### config.mk
export PLATFORM = sky130hd
export DESIGN_NAME = keypad_fifo
export DESIGN_NICKNAME = d
export VERILOG_FILES = /design/src/rtl/keypad_fifo.sv
export SDC_FILE = /design/constraint.sdc
export NUM_CORES = 1
export LEC_CHECK = 0
export ABC_AREA = 1
export CELL_PAD_IN_SITES_DETAIL_PLACEMENT = 2
export CELL_PAD_IN_SITES_GLOBAL_PLACEMENT = 2
export CORE_ASPECT_RATIO = 1.25
export CORE_MARGIN = 2
export CORE_UTILIZATION = 38
export CTS_CLUSTER_DIAMETER = 50
export DETAILED_ROUTE_END_ITERATION = 8
export PLACE_DENSITY = 0.94
export SYNTH_ARGS = -nofsm -noshare
export SYNTH_HDL_FRONTEND = slang
export SYNTH_SLANG_ARGS = --single-unit
### constraint.sdc
create_clock -name clk -period 4.2 [get_ports clk]
set_input_delay 0.42 -clock clk [delete_from_list [all_inputs] [get_ports clk]]
set_output_delay 0.42 -clock clk [all_outputs]
set_load 0.01 [all_outputs]
### src/rtl/keypad_fifo.sv
// Keypad receive FIFO with a two-register CPU bus window (DATA, STATUS/CTRL).
// Level irq is asserted while codes are pending.
module keypad_fifo #(
  parameter int DEPTH = 8,
  parameter int PTR_W = 3
) (
  input  logic        clk,
  input  logic        rst_n,
  input  logic [7:0]  key_code,
  input  logic        key_valid,
  input  logic        bus_sel,
  input  logic        bus_rd,
  input  logic        bus_wr,
  input  logic        bus_addr,
  input  logic [7:0]  bus_wdata,
  output logic [31:0] bus_rdata,
  output logic        irq
);

  logic [7:0]       mem_q [DEPTH];
  logic [PTR_W-1:0] wp_q, wp_d, rp_q, rp_d;
  logic [PTR_W:0]   cnt_q, cnt_d;
  logic             ovf_q, ovf_d;
  logic [31:0]      rdata_q, rdata_d;

  logic empty, full;
  logic rd_req, wr_req, ctrl_wr, flush, clr_ovf;
  logic push_req, pop, push_ok, ovf_set;

  always_comb begin
    empty    = (cnt_q == '0);
    full     = (cnt_q == (PTR_W+1)'(DEPTH));
    rd_req   = bus_sel & bus_rd;
    // A write coinciding with a read is dropped
    wr_req   = bus_sel & bus_wr & ~bus_rd;
    ctrl_wr  = wr_req & bus_addr;
    flush    = ctrl_wr & bus_wdata[1];
    clr_ovf  = ctrl_wr & bus_wdata[0];
    push_req = key_valid & (key_code != '0);
    pop      = rd_req & ~bus_addr & ~empty;
    // A same-cycle pop frees the slot, so a push into a full FIFO still lands
    push_ok  = push_req & (~full | pop) & ~flush;
    ovf_set  = push_req & full & ~pop & ~flush;
  end

  always_comb begin
    wp_d  = wp_q;
    rp_d  = rp_q;
    cnt_d = cnt_q;
    if (flush) begin
      wp_d  = '0;
      rp_d  = '0;
      cnt_d = '0;
    end else begin
      if (push_ok) wp_d = wp_q + 1'b1;
      if (pop)     rp_d = rp_q + 1'b1;
      case ({push_ok, pop})
        2'b10:   cnt_d = cnt_q + 1'b1;
        2'b01:   cnt_d = cnt_q - 1'b1;
        default: cnt_d = cnt_q;
      endcase
    end
  end

  always_comb begin
    ovf_d = ovf_q;
    if (ovf_set)      ovf_d = 1'b1;
    else if (clr_ovf) ovf_d = 1'b0;
  end

  always_comb begin
    rdata_d = rdata_q;
    if (rd_req) begin
      if (bus_addr) rdata_d = {16'b0, ovf_q, full, empty, 5'b0, 8'(cnt_q)};
      else          rdata_d = pop ? {24'b0, mem_q[rp_q]} : '0;
    end
  end

  always_ff @(posedge clk or negedge rst_n) begin
    if (!rst_n) begin
      wp_q    <= '0;
      rp_q    <= '0;
      cnt_q   <= '0;
      ovf_q   <= 1'b0;
      rdata_q <= '0;
    end else begin
      wp_q    <= wp_d;
      rp_q    <= rp_d;
      cnt_q   <= cnt_d;
      ovf_q   <= ovf_d;
      rdata_q <= rdata_d;
    end
  end

  // Storage is not reset; contents are meaningless until written
  always_ff @(posedge clk) begin
    if (push_ok) mem_q[wp_q] <= key_code;
  end

  assign bus_rdata = rdata_q;
  assign irq       = ~empty;

endmodule

Yosys cells after proc, flatten, opt, wreduce, memory -nomap -nowiden
Memory sizes are Yosys's and may differ from the RTL's.
Index checks and enable logic that the tools add are counted.
{ "totals": {"regBits": 43, "inputBits": 23, "ramBits": 64, "out_inout_bits": 33, "wordCells": 52, "n_memories": 1} }
{ "memory_table": {"columns": ["name", "depth", "word_bits", "rd", "rd_ports_with_merged_regs", "wr", "line_no", "source"], "rows": [
  ["mem_q", 8, 8, 1, 0, 1, "20", "logic [7:0] mem_q [DEPTH];"]
]} }
{ "classes": {"n_bitwise": 21, "n_eq_ne": 3, "reduce_logical": 6, "add_sub_neg": 4, "n_mux": 12} }
{ "ops": {"columns": ["operator", "count"], "rows": [
  ["2-to-1 mux 16 bit", 1],
  ["AND 1 bit", 14],
  ["2-to-1 mux 3 bit", 4],
  ["2-to-1 mux 8 bit", 1],
  ["one-hot mux 4 bit (2 select lines)", 1],
  ["nonzero test 8 bit", 1],
  ["adder 3 x 1 -> 3 bit (second input constant)", 2],
  ["NOT 1 bit", 6],
  ["nonzero test 2 bit", 3],
  ["adder 4 x 1 -> 4 bit (second input constant)", 1],
  ["equality test 4 bit (second input constant)", 1],
  ["logical NOT 4 bit", 1],
  ["2-to-1 mux 1 bit", 4],
  ["2-to-1 mux 4 bit", 1],
  ["subtractor 4 x 1 -> 4 bit (second input constant)", 1],
  ["nonzero test 3 bit", 1],
  ["equality test 2 x 1 -> 1 bit (second input constant)", 1],
  ["equality test 2 bit (second input constant)", 1],
  ["OR 1 bit", 1]
]} }

Depth between registers and ports, before layout
{ "depth": {"depth_word": 9, "ltp_mapped": 15, "depth_no_buf": 15} }

Least setup slack after synthesis
No wires, ideal clock.
{ "synth_timing": {"kind": "register to register", "startpoint": "reg cnt_q[0]", "endpoint": "reg cnt_q[3]", "n_path_buf": 0, "path_stages_with_launch": 15, "arrival_time_ns": 1.723, "required_ns": 4.083, "setup_time_ns": 0.117, "synth_period_minus_slack_ns": 1.840, "path_slack_ns": 2.360, "path_cell_list": "dfrtp_1 -> nor2_2 -> nand3_2 -> nand3_4 -> inv_4 -> nand2_4 -> inv_1 -> ha_1 -> nand2_1 -> inv_1 -> nand3_2 -> nand2_1 -> nand2_1 -> nand3_1 -> nand2_1"} }
{ "synth_via": {"elab_chain_len": 9, "elab_cells_between_ends": 15, "cone_classes": "2 x add/sub; 3 x eq/ne; 2 x mux; 6 x bitwise; 2 x reduce/logical"} }
{ "synth_lines": {"columns": ["element", "line_no", "source"], "rows": [
  ["start: declaration", "22", "logic [PTR_W:0] cnt_q, cnt_d;"],
  ["start signal: assignment", "89", "cnt_q <= cnt_d;"],
  ["logical NOT 4 bit (*)", "31", "empty = (cnt_q == '0);"],
  ["NOT 1 bit (*)", null, null],
  ["net irq", "17", "output logic irq"],
  ["AND 1 bit (*)", "40", "pop = rd_req & ~bus_addr & ~empty;"],
  ["OR 1 bit", "42", "push_ok = push_req & (~full | pop) & ~flush;"],
  ["AND 1 bit (2 in a row)", "42", null],
  ["equality test 2 x 1 -> 1 bit or equality test 2 bit (tied branches)", "57", "case ({push_ok, pop})"],
  ["one-hot mux 4 bit (2 select lines)", "57", null],
  ["2-to-1 mux 4 bit", "50", "if (flush) begin"]
]} }
Mark *: on every way through the listed nets, which the timed path passes. The rest lies on a longest branch.
A chain may end at the register's enable or synchronous reset.

Final worst setup path
{ "layout_timing": {"startpoint": "in key_code[3]", "endpoint": "mem mem_q[1][0], enable pin"} }
{ "layout_via": {"elab_chain_len": 6} }
{ "layout_lines": {"columns": ["element", "line_no", "source"], "rows": [
  ["start: declaration", "9", "input logic [7:0] key_code,"],
  ["nonzero test 8 bit", "39", "push_req = key_valid & (key_code != '0);"],
  ["AND 1 bit", "39", null],
  ["AND 1 bit (2 in a row)", "42", null],
  ["2-to-1 mux 1 bit", "97", "if (push_ok) mem_q[wp_q] <= key_code;"],
  ["2-to-1 mux 1 bit (not written as such)", "97", null],
  ["end: declaration", "20", null]
]} }
Every way passes these cells.

==> metrics.txt <==
total global routing overflow 0; Initial Util 38.8%; htree depth 3; critical path, cell by cell clkdlybuf4s50_1 -> inv_1 -> nand2_1 -> nor2_1 -> nand2_1 -> nand4_4 -> inv_1 -> nand2_1 -> nor2_1; CTS root buf clkbuf_16; Tcrit/Tclk final 68.6%; Post-CTS Resized 0; routability congestion estimate 0.797; crit path from key_code[3]; area grow syn2layout 16.6%; CTS buffer count 9; dpl ws 1.03 ns; reg-to-reg critical path endpoint mem_q[1][0]; Rel. slew slack 25.5%; Core ar. 10,000 um^2; FMAX 0.347 GHz; Worst Path Buf+Inv 3; CP endpoint mem_q[1][0]; Post-Syn Area 3880 um^2; Layout Nets 403; skew final 0.0103 ns; most common cell after layout, fill and taps aside edfxtp_1; fin worst setup slack 1.32 ns; crit-path leading delay family simple AND/OR/NAND/NOR gates; Worst-Skew Late Latency 0.34 ns; Post-CTS Setup Repair Bufs 0; initial antenna violation count 0; pin count of the biggest net entering global routing 36; GRT Total Usage 21.9%; vias in the first global route 3,027; slowest CP cell nor2_1; Post-Route WL 11.2 mm; status completed; HPWL Detailed 7.59 mm; Clk pwr share 28.6%; WHS 0.511 ns; Mapped Cells 348; Slew @ Worst Pin 1.11 ns; sw frac 36.2%; setup violators final 0; Leakage 1.75 nW; DR iter-0 viols 138; Fin Setup TNS 0 ns; sequential share of the synthesized area 63.7%; WP data required 4.16 ns; Hold WC Path Type flop to flop; WS Path Type primary input to flop; Die Area 11,000 um^2; Max Cap Viol 0; share of layout cells above drive strength 1 9.71%; # rows 41; post-route insts no fill 510; pwr dens 673 nW/um^2; routed vias/inst 5.33; DRC Markers 0; Avg Cell Area, Syn 11.1 um^2; critical path launch point type primary input; cell depth of the worst setup path 9; CTS max path bufs 2; CP Max Fanout 9; Worst path max stage delay 0.81 ns; r2r worst-path depth 6; Die Width 94.4 um; die height 117 um; Crit. End Element flop; Final Hold Fails 0; Diodes inserted 0; via count 2,717; clock sink total 86; Yosys reg bits 86; Post-DRT Antenna Nets 0; FF-to-FF Start cnt_q[0]; Final min period 2.88 ns; Net Sw Power 1.10 mW; CTS clk-pin slew, worst paths 0.06 ns; Pre-antenna DRT Iters 4; CTS tree done; IO Count 56; VDD IR max 0.247 mV; # hold bufs at CTS 0; cell repeated most along the worst path nand2_1; routed wire length per instance 21.9 um; most frequent cells in the layout edfxtp_1 (64), nor2_1 (47), o21ai_0 (46); Inst Count DP 494; R2R Setup Slk 1.75 ns; Synth Warn # 0; Arr. time, crit path 2.84 ns; Port Buffers 28; Slew Viols, Final 0; Synth cell types 33; Seq pwr share 40.8%; RSZ-0062 raised after global routing false; cell internal pwr 1.94 mW; first-pass GRT wire length 17.4 mm; Combinational Power Share 30.6%
==> cell type report <==
type / count / area, um^2
clock buffers: 10 / 229
well taps: 129 / 161
inverters: 33 / 126
multi-input cells: 216 / 1140
clock inverters: 6 / 93.8
fillers: 1006 / 5480
repair buffers: 30 / 295
flip-flops and latches: 86 / 2470
==> cell usage after synthesis <==
library cell  instances  area, um^2
nand3_4               2        35.0
inv_4                 1        6.26
nor2_1               47         176
a32o_1                3        30.0
nor2_4                1        11.3
inv_2                 3        11.3
clkbuf_1              8        30.0
clkinv_1              1        3.75
nand4_4               1        21.3
xor2_1                1        8.76
a21boi_2              1        11.3
nand3_2               4        40.0
dfrtp_1              22         551
edfxtp_1             64        1920
nand2_1              41         154
conb_1                1        3.75
nand2_4               2        22.5
a211oi_1              1        7.51
inv_1                28         105
nor2_2                3        18.8
o221ai_1             11        96.3
o22ai_1               6        37.5
nand2_2               2        12.5
nand3_1              11        55.1
buf_2                 3        15.0
nand4_1               1        6.26
o211ai_1              2        15.0
o21ai_0              46         230
buf_4                22         165
a31oi_1               1        6.26
ha_1                  4        50.1
a21oi_1               3        15.0
o21ai_1               1        5.00
==> layer usage <==
metal | wire length [um] | GRT usage (%)
met2 | 5950 | 39.0
met1 | 4440 | 25.3
met3 | 320 | 2.62
met4 | 457 | 12.9
met5 | 0 | 0
==> worst min path at each step <==
| stage | startpoint | end | slack, ns | cells past startpoint |
|---|---|---|---|---|
| after floorplan | rst_n | bus_rdata[0] | 0.12 | 0 |
| after global placement | bus_rdata[13] | bus_rdata[13] | 0.47 | 2 |
| after detailed placement | ovf_q | ovf_q | 0.49 | 2 |
| after CTS | bus_rdata[14] | bus_rdata[14] | 0.52 | 2 |
| after global routing | bus_rdata[6] | bus_rdata[6] | 0.54 | 1 |
| final | bus_rdata[6] | bus_rdata[6] | 0.51 | 1 |
==> flip-flops by register name, summed over array words and instances (netlist names) <==
signal / count
cnt_q: 4
mem_q: 64
ovf_q: 1
wp_q: 3
rp_q: 3
bus_rdata: 11
==> worst register-to-register path: cells and delay by family, from the launching register on <==
family        cells  cell delay (ns)
flops             1             0.47
simple gates      5             1.41
buf+inv           1             0.19
==> power by group through the flow <==
stage | sequential (mW) | combinational (mW) | clock, mW
floorplan | 1.20 | 0.586 | 0
global placement | 1.24 | 0.837 | 0
detailed placement | 1.25 | 0.920 | 0
CTS | 1.24 | 0.942 | 0.880
global route | 1.26 | 1.03 | 0.910
finish | 1.24 | 0.931 | 0.871
==> logic make-up after synthesis <==
group                    synth area share, %
AND/OR/NAND/NOR                         14.3
flip-flops                              63.7
AO/OA/AOI/OAI                           11.7
buffers and inverters                   8.68
adder cells (fa/ha/maj)                 1.29
XOR/XNOR                               0.226
other                                 0.0967
==> per-stage QoR <==
| step | utilization [%] | instance area, um^2 | power (mW) |
|---|---|---|---|
| global placement | 42.0 | 4200 | 2.07 |
| finish | 45.2 | 4520 | 3.04 |
| detailed placement | 42.0 | 4200 | 2.17 |
| CTS | 45.2 | 4520 | 3.06 |
| floorplan | - | 3950 | 1.79 |
| global route | 45.2 | 4520 | 3.20 |
Power figures use the tool's default switching activity.
